`src/rtl/regbank_access_ctrl_if.sv`:
```
// -----------------------------------------------------------------------------
// regbank_access_ctrl_if
// Bundles every bus that meets at the register-bank access controller:
// - the pipeline's write/read request port and its stall line
// - the register bank write/read port
// - the debug dump stream to the debug/UART unit
//
// Modports:
//   master : controller view. It takes pipeline requests, bank read data and
//            debug control, and drives bank accesses, the stall line and the
//            dump stream.
//   slave  : environment view. This is the pipeline, bank and debug unit
//            taken together.
// -----------------------------------------------------------------------------
interface regbank_access_ctrl_if #(
    parameter int DATA_W = 32,
    parameter int ADDR_W = 5
) ();
    // pipeline side
    logic              pipe_wr_en;
    logic [ADDR_W-1:0] pipe_wr_addr;
    logic [DATA_W-1:0] pipe_wr_data;
    logic              pipe_rd_en;
    logic [ADDR_W-1:0] pipe_rd_addr;
    logic              pipe_stall;
    // register bank side
    logic              rb_wr_en;
    logic [ADDR_W-1:0] rb_wr_addr;
    logic [DATA_W-1:0] rb_wr_data;
    logic              rb_rd_en;
    logic [ADDR_W-1:0] rb_rd_addr;
    logic [DATA_W-1:0] rb_rd_data;
    // debug dump side
    logic              dbg_dump_req;
    logic [DATA_W-1:0] dbg_data;
    logic [ADDR_W-1:0] dbg_addr;
    logic              dbg_valid;
    logic              dbg_ready;
    logic              dbg_done;

    modport master (
        input  pipe_wr_en, pipe_wr_addr, pipe_wr_data, pipe_rd_en, pipe_rd_addr,
        input  rb_rd_data, dbg_dump_req, dbg_ready,
        output pipe_stall, rb_wr_en, rb_wr_addr, rb_wr_data, rb_rd_en, rb_rd_addr,
        output dbg_data, dbg_addr, dbg_valid, dbg_done
    );

    modport slave (
        output pipe_wr_en, pipe_wr_addr, pipe_wr_data, pipe_rd_en, pipe_rd_addr,
        output rb_rd_data, dbg_dump_req, dbg_ready,
        input  pipe_stall, rb_wr_en, rb_wr_addr, rb_wr_data, rb_rd_en, rb_rd_addr,
        input  dbg_data, dbg_addr, dbg_valid, dbg_done
    );
endinterface

```
`src/rtl/regbank_access_ctrl.sv`:
```
// -----------------------------------------------------------------------------
// regbank_access_ctrl
// Owns the register bank ports. In RUN, pipeline accesses pass straight
// through to the bank. When a debug dump is requested, the controller does
// the following:
// - stalls the pipeline
// - keeps honouring write-back writes for DRAIN_CYCLES cycles
// - reads R0..R(NUM_REGS-1) one at a time
// - streams each word over a valid/ready handshake
// - pulses dbg_done and hands control back to the pipeline
//
// Ports:
//   clock : system clock, everything on posedge
//   reset : synchronous, active-high
//   bus   : regbank_access_ctrl_if.master. It carries the pipe_*, rb_* and
//           dbg_* signals. The rb_* outputs are combinational. pipe_stall
//           and the dbg_* outputs are registered.
//
// Configuration macro:
//   REGBANK_R0_GUARD_EN - when defined, pipeline writes to address 0 are
//                         suppressed so R0 stays constant. The dump still
//                         reads R0.
// -----------------------------------------------------------------------------
module regbank_access_ctrl #(
    parameter int DATA_W       = 32,
    parameter int ADDR_W       = 5,
    parameter int NUM_REGS     = 32,
    parameter int DRAIN_CYCLES = 3
) (
    input  logic                  clock,
    input  logic                  reset,
    regbank_access_ctrl_if.master bus
);

    typedef enum logic [2:0] {
        ST_RUN,
        ST_DRAIN,
        ST_RD,
        ST_CAP,
        ST_SEND,
        ST_DONE
    } state_t;

    localparam int                CNT_W      = (DRAIN_CYCLES > 1) ? $clog2(DRAIN_CYCLES) : 1;
    localparam logic [CNT_W-1:0]  DRAIN_LAST = CNT_W'(DRAIN_CYCLES - 1);
    localparam logic [ADDR_W-1:0] LAST_IDX   = ADDR_W'(NUM_REGS - 1);

    state_t            state_q, state_d;
    logic [ADDR_W-1:0] idx_q, idx_d;
    logic [CNT_W-1:0]  drain_cnt_q, drain_cnt_d;
    logic              stall_q, stall_d;
    logic [DATA_W-1:0] dbg_data_q, dbg_data_d;
    logic [ADDR_W-1:0] dbg_addr_q, dbg_addr_d;
    logic              dbg_valid_q, dbg_valid_d;
    logic              dbg_done_q, dbg_done_d;

    // Pipeline write enable after the optional R0 guard.
    logic pipe_wr_ok;
`ifdef REGBANK_R0_GUARD_EN
    assign pipe_wr_ok = bus.pipe_wr_en && (bus.pipe_wr_addr != '0);
`else
    assign pipe_wr_ok = bus.pipe_wr_en;
`endif

    // Next-state, next-output and bank-port decode.
    always_comb begin
        // NOTE: every signal written here gets a default first, so no path
        // leaves one unassigned and no latch is inferred.
        state_d      = state_q;
        idx_d        = idx_q;
        drain_cnt_d  = drain_cnt_q;
        stall_d      = stall_q;
        dbg_data_d   = dbg_data_q;
        dbg_addr_d   = dbg_addr_q;
        dbg_valid_d  = dbg_valid_q;
        dbg_done_d   = 1'b0;
        bus.rb_wr_en   = 1'b0;
        bus.rb_wr_addr = bus.pipe_wr_addr;
        bus.rb_wr_data = bus.pipe_wr_data;
        bus.rb_rd_en   = 1'b0;
        bus.rb_rd_addr = bus.pipe_rd_addr;

        unique case (state_q)
            ST_RUN: begin
                bus.rb_wr_en = pipe_wr_ok;
                bus.rb_rd_en = bus.pipe_rd_en;
                // The write issued alongside the request still goes through.
                if (bus.dbg_dump_req) begin
                    state_d     = ST_DRAIN;
                    drain_cnt_d = '0;
                    stall_d     = 1'b1;
                end
            end
            ST_DRAIN: begin
                // Instructions already past the stall point still retire.
                bus.rb_wr_en = pipe_wr_ok;
                drain_cnt_d  = drain_cnt_q + 1'b1;
                if (drain_cnt_q == DRAIN_LAST) begin
                    state_d     = ST_RD;
                    idx_d       = '0;
                    drain_cnt_d = '0;
                end
            end
            ST_RD: begin
                bus.rb_rd_en   = 1'b1;
                bus.rb_rd_addr = idx_q;
                state_d        = ST_CAP;
            end
            ST_CAP: begin
                // The bank returns data one cycle after the read strobe.
                dbg_data_d  = bus.rb_rd_data;
                dbg_addr_d  = idx_q;
                dbg_valid_d = 1'b1;
                state_d     = ST_SEND;
            end
            ST_SEND: begin
                if (dbg_valid_q && bus.dbg_ready) begin
                    dbg_valid_d = 1'b0;
                    if (idx_q == LAST_IDX) begin
                        state_d = ST_DONE;
                    end else begin
                        idx_d   = idx_q + 1'b1;
                        state_d = ST_RD;
                    end
                end
            end
            ST_DONE: begin
                dbg_done_d = 1'b1;
                stall_d    = 1'b0;
                idx_d      = '0;
                state_d    = ST_RUN;
            end
            default: state_d = ST_RUN;
        endcase
    end

    always_ff @(posedge clock) begin
        // NOTE: state registers use non-blocking assignments so every flop
        // samples the values from before this edge.
        if (reset) begin
            state_q     <= ST_RUN;
            idx_q       <= '0;
            drain_cnt_q <= '0;
            stall_q     <= 1'b0;
            dbg_data_q  <= '0;
            dbg_addr_q  <= '0;
            dbg_valid_q <= 1'b0;
            dbg_done_q  <= 1'b0;
        end else begin
            state_q     <= state_d;
            idx_q       <= idx_d;
            drain_cnt_q <= drain_cnt_d;
            stall_q     <= stall_d;
            dbg_data_q  <= dbg_data_d;
            dbg_addr_q  <= dbg_addr_d;
            dbg_valid_q <= dbg_valid_d;
            dbg_done_q  <= dbg_done_d;
        end
    end

    assign bus.pipe_stall = stall_q;
    assign bus.dbg_data   = dbg_data_q;
    assign bus.dbg_addr   = dbg_addr_q;
    assign bus.dbg_valid  = dbg_valid_q;
    assign bus.dbg_done   = dbg_done_q;

endmodule

```
`src/flat_wrapper.sv`:
```
// flat-port wrapper written by rule: the top's interface ports become plain ports
module regbank_access_ctrl_flat 
#(
    parameter int DATA_W       = 32,
    parameter int ADDR_W       = 5,
    parameter int NUM_REGS     = 32,
    parameter int DRAIN_CYCLES = 3
)
  (clock, reset, bus_pipe_wr_en, bus_pipe_wr_addr, bus_pipe_wr_data, bus_pipe_rd_en, bus_pipe_rd_addr, bus_rb_rd_data, bus_dbg_dump_req, bus_dbg_ready, bus_pipe_stall, bus_rb_wr_en, bus_rb_wr_addr, bus_rb_wr_data, bus_rb_rd_en, bus_rb_rd_addr, bus_dbg_data, bus_dbg_addr, bus_dbg_valid, bus_dbg_done);
  regbank_access_ctrl_if #(.DATA_W(DATA_W), .ADDR_W(ADDR_W)) bus_i ();
  input  logic clock;
  input  logic reset;
  input wire logic [$bits(bus_i.pipe_wr_en)-1:0] bus_pipe_wr_en;
  input wire logic [$bits(bus_i.pipe_wr_addr)-1:0] bus_pipe_wr_addr;
  input wire logic [$bits(bus_i.pipe_wr_data)-1:0] bus_pipe_wr_data;
  input wire logic [$bits(bus_i.pipe_rd_en)-1:0] bus_pipe_rd_en;
  input wire logic [$bits(bus_i.pipe_rd_addr)-1:0] bus_pipe_rd_addr;
  input wire logic [$bits(bus_i.rb_rd_data)-1:0] bus_rb_rd_data;
  input wire logic [$bits(bus_i.dbg_dump_req)-1:0] bus_dbg_dump_req;
  input wire logic [$bits(bus_i.dbg_ready)-1:0] bus_dbg_ready;
  output wire logic [$bits(bus_i.pipe_stall)-1:0] bus_pipe_stall;
  output wire logic [$bits(bus_i.rb_wr_en)-1:0] bus_rb_wr_en;
  output wire logic [$bits(bus_i.rb_wr_addr)-1:0] bus_rb_wr_addr;
  output wire logic [$bits(bus_i.rb_wr_data)-1:0] bus_rb_wr_data;
  output wire logic [$bits(bus_i.rb_rd_en)-1:0] bus_rb_rd_en;
  output wire logic [$bits(bus_i.rb_rd_addr)-1:0] bus_rb_rd_addr;
  output wire logic [$bits(bus_i.dbg_data)-1:0] bus_dbg_data;
  output wire logic [$bits(bus_i.dbg_addr)-1:0] bus_dbg_addr;
  output wire logic [$bits(bus_i.dbg_valid)-1:0] bus_dbg_valid;
  output wire logic [$bits(bus_i.dbg_done)-1:0] bus_dbg_done;
  assign bus_i.pipe_wr_en = bus_pipe_wr_en;
  assign bus_i.pipe_wr_addr = bus_pipe_wr_addr;
  assign bus_i.pipe_wr_data = bus_pipe_wr_data;
  assign bus_i.pipe_rd_en = bus_pipe_rd_en;
  assign bus_i.pipe_rd_addr = bus_pipe_rd_addr;
  assign bus_i.rb_rd_data = bus_rb_rd_data;
  assign bus_i.dbg_dump_req = bus_dbg_dump_req;
  assign bus_i.dbg_ready = bus_dbg_ready;
  assign bus_pipe_stall = bus_i.pipe_stall;
  assign bus_rb_wr_en = bus_i.rb_wr_en;
  assign bus_rb_wr_addr = bus_i.rb_wr_addr;
  assign bus_rb_wr_data = bus_i.rb_wr_data;
  assign bus_rb_rd_en = bus_i.rb_rd_en;
  assign bus_rb_rd_addr = bus_i.rb_rd_addr;
  assign bus_dbg_data = bus_i.dbg_data;
  assign bus_dbg_addr = bus_i.dbg_addr;
  assign bus_dbg_valid = bus_i.dbg_valid;
  assign bus_dbg_done = bus_i.dbg_done;
  regbank_access_ctrl #(.DATA_W(DATA_W), .ADDR_W(ADDR_W), .NUM_REGS(NUM_REGS), .DRAIN_CYCLES(DRAIN_CYCLES)) u_core (.clock(clock), .reset(reset), .bus(bus_i));
endmodule
```
`config.mk`:
```
export PLATFORM = sky130hd
export DESIGN_NAME = regbank_access_ctrl_flat
export DESIGN_NICKNAME = d
export VERILOG_FILES = /design/src/rtl/regbank_access_ctrl_if.sv /design/src/rtl/regbank_access_ctrl.sv /design/src/flat_wrapper.sv
export SDC_FILE = /design/constraint.sdc
export NUM_CORES = 1
export LEC_CHECK = 0
export ABC_AREA = 1
export CORE_ASPECT_RATIO = 1.2
export CORE_MARGIN = 1.5
export CORE_UTILIZATION = 30
export CTS_CLUSTER_DIAMETER = 200
export DETAILED_ROUTE_END_ITERATION = 12
export HOLD_SLACK_MARGIN = 0.02
export PLACE_DENSITY = 0.84
export SYNTH_ARGS = -nofsm -noshare
export SYNTH_HDL_FRONTEND = slang
export SYNTH_SLANG_ARGS = --single-unit
```
`constraint.sdc`:
```
create_clock -name clock -period 1.3 [get_ports clock]
set_input_delay 0.13 -clock clock [delete_from_list [all_inputs] [get_ports clock]]
set_output_delay 0.13 -clock clock [all_outputs]
set_load 0.05 [all_outputs]
```
==> results of run 1 <==
[flip-flops by register name, indices dropped and copies added (netlist names)]
signal	count
u_core.drain_cnt_q	2
u_core.bus.dbg_valid	1
u_core.bus.dbg_addr	5
u_core.bus.dbg_done	1
u_core.bus.pipe_stall	1
u_core.state_q	3
u_core.bus.dbg_data	32
u_core.idx_q	5
[final cells by class]
type / instances / share of cell area
well taps: 92 / 0.0287
inverters: 13 / 0.0134
multi-input cells: 195 / 0.276
clock buffers: 6 / 0.0206
clock inverters: 2 / 0.00312
flip-flops and latches: 50 / 0.254
repair buffers: 117 / 0.405
[metal layers]
metal	track usage	part of all wire	vias up
li1	-	-	1091
met1	0.150	0.38	1036
met2	0.294	0.56	86
met3	0.0340	0.055	7
met4	0.0441	0.0092	0
met5	0	0	-
[worst max-delay path, cell delays in order, from the launching register on]
cell and delay, ns:
dfxtp_2 0.35, nor2_4 0.13, nand2_4 0.10, mux2_4 0.33
buf_12 0.15
[layout by cell type (no fill, tap or decap), types with 5 or more instances in the layout]
| cell type | n |
|---|---|
| inv_1 | 8 |
| o21ai_1 | 19 |
| nand2_2 | 7 |
| buf_6 | 7 |
| nand3_1 | 5 |
| nor2_1 | 82 |
| nor2_4 | 5 |
| nor2_2 | 6 |
| nand2_1 | 21 |
| o21ai_0 | 18 |
| clkbuf_8 | 6 |
| a21oi_1 | 7 |
| buf_4 | 19 |
| dfxtp_1 | 44 |
| clkdlybuf4s50_1 | 42 |
| buf_12 | 49 |
[final timing paths]
kind,endpoint
hold reg to reg,u_core.drain_cnt_q[1]$_SDFFE_PP0P_
setup / recovery,bus_rb_rd_addr[2]
hold / removal,bus_rb_wr_addr[1]
setup reg to reg,u_core.idx_q[2]$_SDFFE_PP0P_
[kinds of logic after synthesis]
kind of cell | count (synthesis) | share of synthesized area
AND/OR/NAND/NOR | 139 | 0.255
buffers and inverters | 65 | 0.182
AO/OA/AOI/OAI | 50 | 0.109
flip-flops | 50 | 0.429
multiplexers | 3 | 0.0145
adder cells (fa/ha/maj) | 2 | 0.0107
[stage by stage]
stage,std cells,instance area [µm²]
CTS,468,3850
floorplan,309,2380
finish,475,4010
detailed placement,455,3620
global route,475,4010
global placement,455,3620
[power groups by stage]
stage,combinational [mW],sequential (mW),clock (mW)
after floorplan,1.68,2.41,0
after global placement,3.06,1.99,0
after detailed placement,3.13,2.01,0
after CTS,3.48,2.00,0.995
after global routing,4.15,2.04,1.04
final,3.90,2.01,0.957
[what timing repair did]
action                                  4_1_cts  5_1_grt
setup buffers                                 4        8
gates cloned                                  1        0
endpoints found under the setup margin       21       52
resized for setup                            29       44
hold endpoints to repair                      0        0
pin swaps                                    10       16
==> results.txt, run 1 <==
Status: finished with violations
Failing checks: setup timing
Synth Cell Area: 2330 µm²
Root buffer cell: clkbuf_8
Startpoint types: flop
Final hold violation count: 0
CTS Hold Bufs: 0
Final setup TNS: -1.75 ns
CTS Buf Count: 5
Total internal power: 3.99 mW
Worst-margin pin slew: 0.260 ns
Area occupied by multi-input gates: 1100 µm²
Placed wire-length estimate: 4.42 mm
R2r worst-path depth: 9
Antenna Nets Post-Route: 0
Lkg Pwr: 1.56 nW
Maximum fanout along the worst path: 6
Port Buf Inserts: 89
Min-delay src: bus_pipe_wr_addr[1]
Seq pwr share: 0.293
Nets: 464
Die W: 83.5 µm
Most common cell in the netlist: nor2_1
Final setup fails: 14
DRC errors left: 0
RD Place Congestion: 0.779
Hold Crit Class: in2out
Clock skew: 0.00940 ns
Pre-antenna DRT Iters: 4
Number of global-route vias before repair: 2239
Peak supply drop: 1.16 mV
Crit end category: output port
Reg2reg setup slack: -0.15 ns
Fin util: 0.526
Syn avg cell area: 7.56 µm²
Sw Ratio: 0.420
Synth unique cells: 27
Crit path time final: 1.49 ns
Combinational power share: 0.568
Arrival @ worst endpoint: 1.36 ns
Area Overhead vs Synth: 71.7%
First-pass GRT wire length: 9.91 mm
Initial DRC count: 80
Initial core utilization: 0.306
Final cycle utilization of the critical path: 1.14
CTS Buffer Depth: 2
Die area: 8320 µm²
Launch point of the worst reg-to-reg path: u_core.state_q[2]$_SDFFE_PP0P_
Largest net degree at the start of global routing: 38
Crit. Startpoint: u_core.state_q[0]$_SDFFE_PP0P_
Async S/R FF share, synth: 0
Drt total wl: 6.42 mm
TritonCTS clock tree: done
Final worst slack: -0.185 ns
Hold_ws: 0.260 ns
Total chip power: 6.87 mW
Core area: 7620 µm²
CTS H-tree lvls: 2
Synth Flop Type: dfxtp_1
Via Count: 2220
Grt ovf: 0
Clk network pwr share: 0.139
Worst slew margin: 0.826
Placement Setup Slack: -0.137 ns
Sw Pwr: 2.89 mW
Worst-skew pair later-pin latency: 0.30 ns
Row cnt: 35
Register area share after synthesis: 0.429
Ports: 164
Clk slew on worst S/H paths: 0.09 ns
Post-synth EDFFs: 0
WP data required: 1.17 ns
Final Max Tran Viols: 0
Warnings, synthesis: 0
Setup CP Type: reg2out
Seq. cell area: 1020 µm²
Vias/cell: 4.67
Area share of the largest cell type after synthesis: 0.429
Synth Instances: 309
Die Ht: 99.6 µm
Post-DR wirelength/cell: 13.5 µm
FMAX: 673 MHz
Layout fillers: 652
MaxCap Viol Count: 0
Power Density: 1720 nW/µm²
Largest cells by area after synthesis: dfxtp_1 (43%), nor2_1 (14%), buf_4 (12%)
Antenna violations before repair: 0
FF+latch count, synth: 50
GRT Util Overall: 0.147
Mapped Nets: 391
Share of cells above drive strength 1: 0.347
Hold Path Depth: 0
# diodes: 0
Post-synth top cells: nor2_1 (89), dfxtp_1 (50), o21ai_0 (41)
RSZ-0062 raised after global routing: true
Largest area contributor in the netlist: dfxtp_1
CTS Sinks: 50
Power figures use the tool's default switching activity.
==> inputs of run 2 (changes only) <==
- PLACE_DENSITY: 0.84 -> 0.7
- SLEW_MARGIN: unset -> 20
==> run 2 against run 1 <==
The run still ends with setup timing left. Utilization grew 10 points. Sequential share of layout area shrank 4.2 points. Power grew 16%. Worst hold slack is the same. Worst setup slack lost 0.013 ns. Non-clock buffer count grew 13. Clock power grew 18%. Die area is the same. Critical path depth is the same. Cell count grew 2.7%. Routed wire length grew 20%. Largest cell class unchanged.
==> results.txt, run 2 (synthesized netlist as in run 1, its figures left out) <==
Status: finished with violations
Failing checks: setup timing
Antenna violations before repair: 0
Lkg Pwr: 1.89 nW
Final setup fails: 55
Root buffer cell: clkbuf_8
Largest net degree at the start of global routing: 32
Number of global-route vias before repair: 2308
GRT Max-Usage Layer: met2
Delay-heaviest family, CP: flip-flops
Hold-critical path endpoint: bus_rb_wr_addr[0]
Crit path cell chain: nor2_4 > nand2_4 > mux2_2 > buf_12
Final cell count without fillers: 488
Startpoint types: flop
Most common cell after layout, fill and taps aside: buf_12
Met1 GRT Util: 0.164
Core area: 7620 µm²
RD Place Congestion: 0.749
Placed cell count: 460
Die area: 8320 µm²
Initial DRC count: 75
R2r worst-path depth: 10
Clk slew on worst S/H paths: 0.10 ns
Area Overhead vs Synth: 106%
Ports: 164
RSZ-0062 raised after global routing: true
Hold Path Depth: 0
Crit path buf inv count: 1
TritonCTS clock tree: done
CTS Buf Count: 5
Most frequent cells in the layout: buf_12 (61), dfxtp_1 (44), nor2_1 (42), clkdlybuf4s50_1 (42), nor2_4 (37)
Final Max Tran Viols: 0
Final cycle utilization of the critical path: 1.15
Met3 Resource Use GR: 0.0365
Max stage delay on crit path: 0.37 ns
First-pass GRT wire length: 10.8 mm
Max reg flops: 32
Hold_ws: 0.260 ns
Critical path's slowest cell: dfxtp_4
FMAX: 668 MHz
Worst slew margin: 0.833
Drt total wl: 7.68 mm
WP data required: 1.17 ns
# diodes: 0
GRT Util Overall: 0.162
Die Ht: 99.6 µm
Launch point of the worst reg-to-reg path: u_core.state_q[2]$_SDFFE_PP0P_
Hold Crit Class: in2out
Power Density: 1660 nW/µm²
Final worst slack: -0.198 ns
Clock skew: 0.00424 ns
Arrival @ worst endpoint: 1.37 ns
Placement Setup Slack: -0.118 ns
Initial core utilization: 0.306
Setup CP Type: reg2out
Crit path time final: 1.50 ns
Maximum fanout along the worst path: 5
DRC errors left: 0
Vias/cell: 4.75
Pre-antenna DRT Iters: 4
Row cnt: 35
Share of cells above drive strength 1: 0.556
Via Count: 2319
Post-DR wirelength/cell: 15.7 µm
Grt ovf: 0
Port Buf Inserts: 89
CTS Buffer Depth: 2
Crit end category: output port
R2r endpoint: u_core.state_q[0]$_SDFFE_PP0P_
GRT met2 Usage: 0.321
Nets: 477
Min-delay src: bus_pipe_wr_addr[0]
Reg2reg setup slack: -0.15 ns
Placed wire-length estimate: 4.56 mm
CTS H-tree lvls: 2
Peak supply drop: 1.27 mV
Worst-skew pair later-pin latency: 0.30 ns
Worst-margin pin slew: 0.250 ns
CTS Hold Bufs: 0
Antenna Nets Post-Route: 0
CTS Sinks: 50
Final hold violation count: 0
MaxCap Viol Count: 0
Die W: 83.5 µm
## run 2: how the worst max path moves through the flow
stage                                   start                              to  slack (ns)  cells past startpoint
6_report       u_core.state_q[2]$_SDFFE_PP0P_               bus_rb_rd_addr[2]       -0.20                      4
5_1_grt        u_core.state_q[2]$_SDFFE_PP0P_               bus_rb_rd_addr[4]       -0.25                      4
4_1_cts        u_core.state_q[2]$_SDFFE_PP0P_               bus_rb_rd_addr[4]       -0.19                      4
3_5_place_dp     u_core.idx_q[1]$_SDFFE_PP0P_  u_core.state_q[0]$_SDFFE_PP0P_       -0.12                      9
3_3_place_gp   u_core.state_q[0]$_SDFFE_PP0P_               bus_rb_rd_addr[3]       -0.04                      5
2_1_floorplan  u_core.state_q[2]$_SDFFE_PP0P_               bus_rb_rd_addr[0]       -0.30                      4
## run 2: per-stage QoR
step	util	total power, mW	TNS [ns]	cell area [µm²]
2_1_floorplan	-	4.09	-0.762	2380
3_3_place_gp	0.483	5.19	-0.243	3680
3_5_place_dp	0.483	5.26	-0.642	3680
4_1_cts	0.553	7.11	-5.82	4220
5_1_grt	0.631	8.38	-7.18	4810
6_report	0.631	7.99	-4.19	4810
## run 2: repair_timing
item / in CTS / in global routing
hold endpoints to repair: 0 / 0
resized for setup: 74 / 157
buffers inserted: 7 / 9
setup endpoints to repair: 28 / 55
pin swaps: 15 / 34
cloned: 6 / 3
## run 2: area by class of cell
type,instances,area (µm²)
well taps,92,115
multi-input cells,195,1520
clock buffers,5,68.8
flip-flops and latches,50,1020
fillers,586,2810
inverters,13,80.1
repair buffers,130,1960
clock inverters,3,43.8
## run 2: metal layers
| metal | vias to the layer above | wire, µm |
|---|---|---|
| li1 | 1118 | - |
| met3 | 19 | 319 |
| met5 | - | 0 |
| met1 | 1116 | 2810 |
| met2 | 66 | 4400 |
| met4 | 0 | 157 |
## run 2: report_power, final
part,leakage (nW),switching (mW),internal [mW]
sequential,0.409,0.303,1.78
clock,0.0585,0.550,0.578
combinational,1.42,2.49,2.28
total,1.89,3.35,4.64
